<file path="src/rtl/cos_range_reducer.sv">
// Folds a signed Q8.8 angle into [0, pi/2] for CosAccel, then strobes cos_start; latency 4+n+START_CYCLES edges (n = 2*pi wraps).
// No backpressure: a request that arrives while busy is dropped, and a start held high counts once.
module cos_range_reducer #(
   parameter int W            = 16,
   parameter int Y_W          = 8,
   parameter int TWO_PI       = 1608,
   parameter int PI           = 804,
   parameter int HALF_PI      = 402,
   parameter int START_CYCLES = 2
) (
   input  logic           clk,
   input  logic           rst,
   input  logic           start,
   input  logic [W-1:0]   x_in,
   input  logic [Y_W-1:0] y_in,
   output logic [W-1:0]   x_bus,
   output logic [Y_W-1:0] y_bus,
   output logic           cos_start,
   output logic           neg_out,
   output logic           busy,
   output logic           done
);

   localparam int HW = (START_CYCLES > 1) ? $clog2(START_CYCLES) : 1;

   localparam logic [W:0]  TWO_PI_R  = (W+1)'(TWO_PI);
   localparam logic [W:0]  PI_R      = (W+1)'(PI);
   localparam logic [W:0]  HALF_PI_R = (W+1)'(HALF_PI);
   localparam logic [W:0]  ONE_R     = (W+1)'(1);
   localparam logic [HW-1:0] HOLD_LAST = HW'(START_CYCLES - 1);

   typedef enum logic [2:0] {
      IDLE  = 3'd0,
      ABS   = 3'd1,
      WRAP  = 3'd2,
      FOLD1 = 3'd3,
      FOLD2 = 3'd4,
      ISSUE = 3'd5,
      DONE  = 3'd6
   } state_t;

   state_t        state;
   logic          start_q;
   logic          req;
   logic [W-1:0]  x_lat;
   logic [W:0]    r;
   logic [HW-1:0] hold;

   // One extra magnitude bit so that |-32768| survives the ABS step.
   logic [W:0] abs_x;
   logic [W:0] r_minus_two_pi;
   logic [W:0] two_pi_minus_r;
   logic [W:0] pi_minus_r;

   assign req            = start & ~start_q;
   assign abs_x          = x_lat[W-1] ? ({1'b0, ~x_lat} + ONE_R) : {1'b0, x_lat};
   assign r_minus_two_pi = r - TWO_PI_R;
   assign two_pi_minus_r = TWO_PI_R - r;
   assign pi_minus_r     = PI_R - r;

   always_ff @(posedge clk or posedge rst) begin
      if (rst) begin
         state     <= IDLE;
         start_q   <= 1'b0;
         x_lat     <= '0;
         r         <= '0;
         hold      <= '0;
         x_bus     <= '0;
         y_bus     <= '0;
         neg_out   <= 1'b0;
         cos_start <= 1'b0;
         busy      <= 1'b0;
         done      <= 1'b0;
      end else begin
         start_q <= start;
         case (state)
            IDLE: begin
               if (req) begin
                  x_lat <= x_in;
                  y_bus <= y_in;
                  busy  <= 1'b1;
                  state <= ABS;
               end
            end
            ABS: begin
               r     <= abs_x;
               state <= WRAP;
            end
            WRAP: begin
               if (r >= TWO_PI_R) begin
                  r <= r_minus_two_pi;
               end else begin
                  state <= FOLD1;
               end
            end
            FOLD1: begin
               if (r > PI_R) begin
                  r <= two_pi_minus_r;
               end
               state <= FOLD2;
            end
            FOLD2: begin
               // Past pi/2 the cosine is evaluated on pi - r and negated downstream.
               if (r > HALF_PI_R) begin
                  x_bus   <= W'(pi_minus_r);
                  neg_out <= 1'b1;
               end else begin
                  x_bus   <= W'(r);
                  neg_out <= 1'b0;
               end
               cos_start <= 1'b1;
               hold      <= '0;
               state     <= ISSUE;
            end
            ISSUE: begin
               if (hold == HOLD_LAST) begin
                  cos_start <= 1'b0;
                  done      <= 1'b1;
                  state     <= DONE;
               end else begin
                  hold <= hold + HW'(1);
               end
            end
            DONE: begin
               done  <= 1'b0;
               busy  <= 1'b0;
               state <= IDLE;
            end
            default: begin
               state     <= IDLE;
               cos_start <= 1'b0;
               done      <= 1'b0;
               busy      <= 1'b0;
            end
         endcase
      end
   end

endmodule
</file>
<file path="config.mk">
export PLATFORM = sky130hd
export DESIGN_NAME = cos_range_reducer
export DESIGN_NICKNAME = d
export VERILOG_FILES = /design/src/rtl/cos_range_reducer.sv
export SDC_FILE = /design/constraint.sdc
export NUM_CORES = 1
export LEC_CHECK = 0
export ABC_AREA = 1
export ABC_CLOCK_PERIOD_IN_PS = 2100
export BUFFER_PORTS_ARGS = -buffer_cell sky130_fd_sc_hd__buf_2
export CAP_MARGIN = 25
export CORE_MARGIN = 5
export CORE_UTILIZATION = 42
export DETAILED_ROUTE_END_ITERATION = 12
export PLACE_DENSITY = 0.69
export SLEW_MARGIN = 20
export SYNTH_ARGS = -nofsm -noshare
export SYNTH_HDL_FRONTEND = slang
export SYNTH_SLANG_ARGS = --single-unit
</file>
<file path="constraint.sdc">
create_clock -name clk -period 2.1 [get_ports clk]
set_input_delay 0.315 -clock clk [delete_from_list [all_inputs] [get_ports clk]]
set_output_delay 0.315 -clock clk [all_outputs]
set_load 0.02 [all_outputs]
</file>
* Yosys cells after proc, flatten, opt, wreduce, memory -nomap -nowiden
Index checks and enable logic that the tools add are counted.
W data, S select, Z words.
** Cells by class
- $lt $le $gt $ge :: 3
- Add/subtract/negate cells :: 5
- Bitwise gates (word level) :: 6
- Multiplexer cells :: 18
- Reductions and logical operators :: 12
- Equal/unequal tests :: 11
** Operators by type and width (number)
- $mux W17 :: 3
- $pmux W17 S3 :: 1
- $pmux W3 S6 :: 1
- $add A16 B1 Y17 const B :: 1
- $ge A17 B11 Y1 const B :: 1
- $gt A17 B10 Y1 const B :: 1
- $gt A17 B9 Y1 const B :: 1
- $sub A11 B17 Y17 const A :: 1
- $sub A17 B11 Y17 const B :: 1
- $mux W16 :: 1
- $not A16 Y16 :: 1
- $sub A10 B16 Y16 const A :: 1
- $reduce_or A5 Y1 :: 3
- $ne A2 B2 Y1 const B :: 5
- $eq A3 B3 Y1 const B :: 3
- $mux W3 :: 3
- $reduce_and A2 Y1 :: 4
- $eq A3 B2 Y1 const B :: 2
- $pmux W1 S2 :: 3
- $reduce_and A3 Y1 :: 2
- $mux W1 :: 5
- $not A1 Y1 :: 4
- $eq A3 B1 Y1 const B :: 1
- $logic_not A3 Y1 :: 1
- 5 further kinds :: 5
** Word-level totals
- Logic and storage cells :: 66
- Bits in registers :: 66
- Output and inout bits :: 28
- Input port bits :: 27

* Depth between registers and ports, before layout
- Depth in word-level cells :: 4
- Depth in mapped cells :: 16
- Gate-level depth less buffers :: 15

* Worst setup path before layout
Ideal clock, no wire load.
- Path kind :: register to register
- Start :: reg r[3]
- End :: reg r[11]
- Buffers on the path :: 1
- Required time :: 1.984 ns
- Slack :: 0.290 ns
- Clock period less this slack :: 1.810 ns
- Arrival :: 1.694 ns
- Stages on the path, launching flop included :: 13
- Cell sequence :: dfrtp_1 inv_2 ha_1 nand2_1 nand2_1 nand2_2 nand2_1 nand4_2 nand3_4 inv_4 buf_8 nand2_2 nand2_1
** On the way
- Cells in the longest elaborated chain, start to end :: 3
** Ends and longest elaborated chain
- from (decl) :: RTL line 46 : logic [W:0] r;
- from (signal assigned) :: RTL line 86 : r <= abs_x;
- from (signal assigned) :: RTL line 91 : r <= r_minus_two_pi;
- from (signal assigned) :: RTL line 98 : r <= two_pi_minus_r;
- $sub A11 B17 Y17 (tied with other cells) :: RTL line 58 : assign two_pi_minus_r = TWO_PI_R - r;
- $mux W17 (tied with other cells) :: RTL line 97 : if (r > PI_R) begin
- $pmux W17 S3 / $reduce_and A3 Y1 (equally long branches)
Several ways; a longest one is shown, not always the timed one. The select of a mux whose other input is x is not followed.
A chain may end at the register's enable or synchronous reset.

* Worst setup path after layout
- Start :: reg r[4]
- End :: reg r[14]
The elaborated chain is that of the path after synthesis.

==> impl_metrics.ini <==
[setup_path]
reg2reg_to = r[14]
crit_arrival_ps = 2200
cp_top_family = simple AND/OR/NAND/NOR gates
cp_slowest_cell = dfrtp_1
reg2reg_slack_ps = 140
crit_fanout = 14
crit_type = flop to flop
worstSetupStartpointType = flop
crit_required_ps = 2340
critical_path.most_common_cell = nand2_1
crit_chain = inv_2 > ha_1 > nand2_1 > nand2_1 > nand2_2 > nand2_1 > nand4_2 > nand3_4 > inv_4 > nand2_1 > nand2_1
path_buf_inv = 2
rr_worst_depth = 11
cp-end-kind = flop
max_stage_delay_ps = 390
timing.rr.start = r[4]

[detailed_routing]
routedWlPerCell_um = 14.8
drt_iter0_drc = 365
drc_errors = 0
drtPass1Iterations = 5
ant_nets = 0
avgViaCountPerCell = 5.19
num_vias = 4875
wirelength_mm = 13.9

[power_and_ir_drop]
power.leakage_nw = 2.97
power_density_nw_per_um2 = 1790
power_w = 0.0101
worst_ir_drop_vdd_v = 0.000768

[finish]
num-nets-final = 830
final_layout_size_suffix_gt1_share_pct = 19.3
area_growth_pct = 18.9
antenna_cells = 0
num-fill-cells = 1115

[timing]
period_needed_ps = 1960
period_share_pct = 93.5
setup_viol = 0
fmax_ghz = 0.509
relSlewSlack_pct = 58.9
report.final.slew_viol_count = 0
finalHoldViolations = 0
worst_slew_pin_slew_ps = 616
rsz0062_at_grt = false
fin_tns_setup_ps = 0
finClkSkew_ps = 7.00

[clocking]
htreeDepth = 3
numClockSinks = 66
cts-root-buf = clkbuf_16
cts_buffers = 9
clk_path_buf_depth = 2
insertion_delay_ps = 350
post_cts_resized = 0
cts_tree = done
path_clk_slew_ps = 60
post_cts_buffers = 0
cts_hold_buf = 0

[run]
maxCapViolCount = 0

[floorplanning]
initial_core_util_pct = 43.3
rows = 38
core-area_um2 = 10900
die_w_um = 116
die_y_um = 116
die_area_um2 = 13500
pin_count = 55

[global_routing]
antenna_found_initial = 0
grt_max_degree = 67
grt_pass1_wl_mm = 22.9
grt_overflow = 0
grt_use_total_pct = 21.7
grt_pass1_vias = 4719

[synthesis]
yosys_warnings = 0
ys_ff_latch = 66
syn_avg_cell_area_um2 = 6.56
synth_edf_count = 0
synth_nets = 755
ys.flop_type = dfrtp_1
yosysSeqAreaShare_pct = 34.9
synthArstFlopShare_pct = 100
synth_cell_types = 34
syn_inst = 721
netlist_area_um2 = 4730

[place]
io_buffers = 54
hpwl_mm = 10.6
gp_congestion = 0.915

[outcome]
status = completed

[hold_path]
hold_path.class = primary input to async pin
## final cells by class
class | instances | area (um^2) | area share [%]
multi-input cells | 559 | 2650 | 47.1
flip-flops and latches | 66 | 1650 | 29.4
repair buffers | 89 | 571 | 10.1
inverters | 71 | 272 | 4.83
clock buffers | 10 | 229 | 4.07
well taps | 140 | 175 | 3.11
clock inverters | 5 | 80.1 | 1.42
## metal layers
| metal | up-vias | global-route usage (%) | part of all wire, % |
|---|---|---|---|
| li1 | 2458 | - | - |
| met2 | 155 | 35.1 | 46 |
| met5 | - | 0 | 0 |
| met4 | 0 | 9.28 | 2.1 |
| met1 | 2242 | 29.0 | 47 |
| met3 | 20 | 3.26 | 5.1 |
## registers in the layout, indices dropped and copies added, names as in the netlist
| signal | cells |
|---|---|
| busy | 1 |
| cos_start | 1 |
| done | 1 |
| hold | 1 |
| neg_out | 1 |
| r | 17 |
| start_q | 1 |
| state | 3 |
| x_bus | 16 |
| x_lat | 16 |
| y_bus | 8 |
## synthesized netlist by cell type (5+ instances only)
cell        n  area share [%]
buf_2       7            0.74
o21ai_0    22             2.3
nor2_1     78             6.2
mux2_2      8             1.9
inv_2      11            0.87
clkbuf_1    8            0.63
nand2_2    16             2.1
nor3_1      5            0.53
dfrtp_1    66              35
ha_1        7             1.9
nand3_1   117              12
nand2_1   242              19
inv_1      58             4.6
a21oi_1    27             2.9
xor2_1      8             1.5
o211ai_1    7             1.1
## worst register-to-register path: cells and delay by family (launching register included)
family,cells,cell delay [ps]
adders and majority gates,1,230
buffers and inverters,2,230
DFF,1,390
and+or+nand+nor,8,990
## power by group
part / switching, W / internal (W) / leakage [nW]
combinational: 0.00390 / 0.00214 / 2.04
clock: 0.000584 / 0.00103 / 0.145
sequential: 0.000557 / 0.00187 / 0.788
## worst max path at each step
stage / from / end / slack [ps] / cells after the start
after global placement: r[3] / r[14] / 170 / 11
after global routing: r[3] / r[14] / 10 / 11
final: r[4] / r[14] / 140 / 11
after CTS: r[3] / r[14] / 140 / 11
after detailed placement: r[3] / r[9] / 150 / 11
after floorplan: rst / busy / 130 / 1
## through the flow
| stage | setup slack, ps | hold slack [ps] | std cells | util (%) | instance area, um^2 |
|---|---|---|---|---|---|
| 2_1_floorplan | 130 | 346 | 721 | - | 4730 |
| 3_3_place_gp | 171 | 415 | 925 | 48.6 | 5320 |
| 3_5_place_dp | 153 | 427 | 925 | 48.6 | 5320 |
| 4_1_cts | 139 | 55.1 | 940 | 51.5 | 5630 |
| 5_1_grt | 15.0 | 81.1 | 940 | 51.5 | 5630 |
| 6_report | 136 | 37.8 | 940 | 51.5 | 5630 |
## cells by family (layout without fill, tap and decap cells)
group           Yosys count  count (layout)  synth area share (%)
xor+xnor                  8               8                  1.48
simple gates            475             475                  43.7
fa+ha+maj                 7               7                  1.85
flops                    66              66                  34.9
buf+inv                  96             175                  9.10
mux                       8               8                  1.90
compound gates           61              61                  7.09
## placed cells by master (no fill, tap or decap), types with 2 or more instances in the layout
master and count:
nand4_1 4, nand2_2 16, bufinv_16 2, inv_4 2, clkinvlp_4 2, inv_2 12, clkbuf_16 9, o21ai_0 22
inv_1 57, ha_1 7, buf_4 32, nor3_1 5, or2_2 2, nor2_1 78, o211ai_1 7, nand3_1 117
a31oi_1 2, buf_12 3, nor2_2 3, buf_2 54, dfrtp_1 66, nor2_4 3, mux2_2 8, a21oi_1 27
nand2_1 242, xor2_1 8
(Power assumes the default switching activity.)
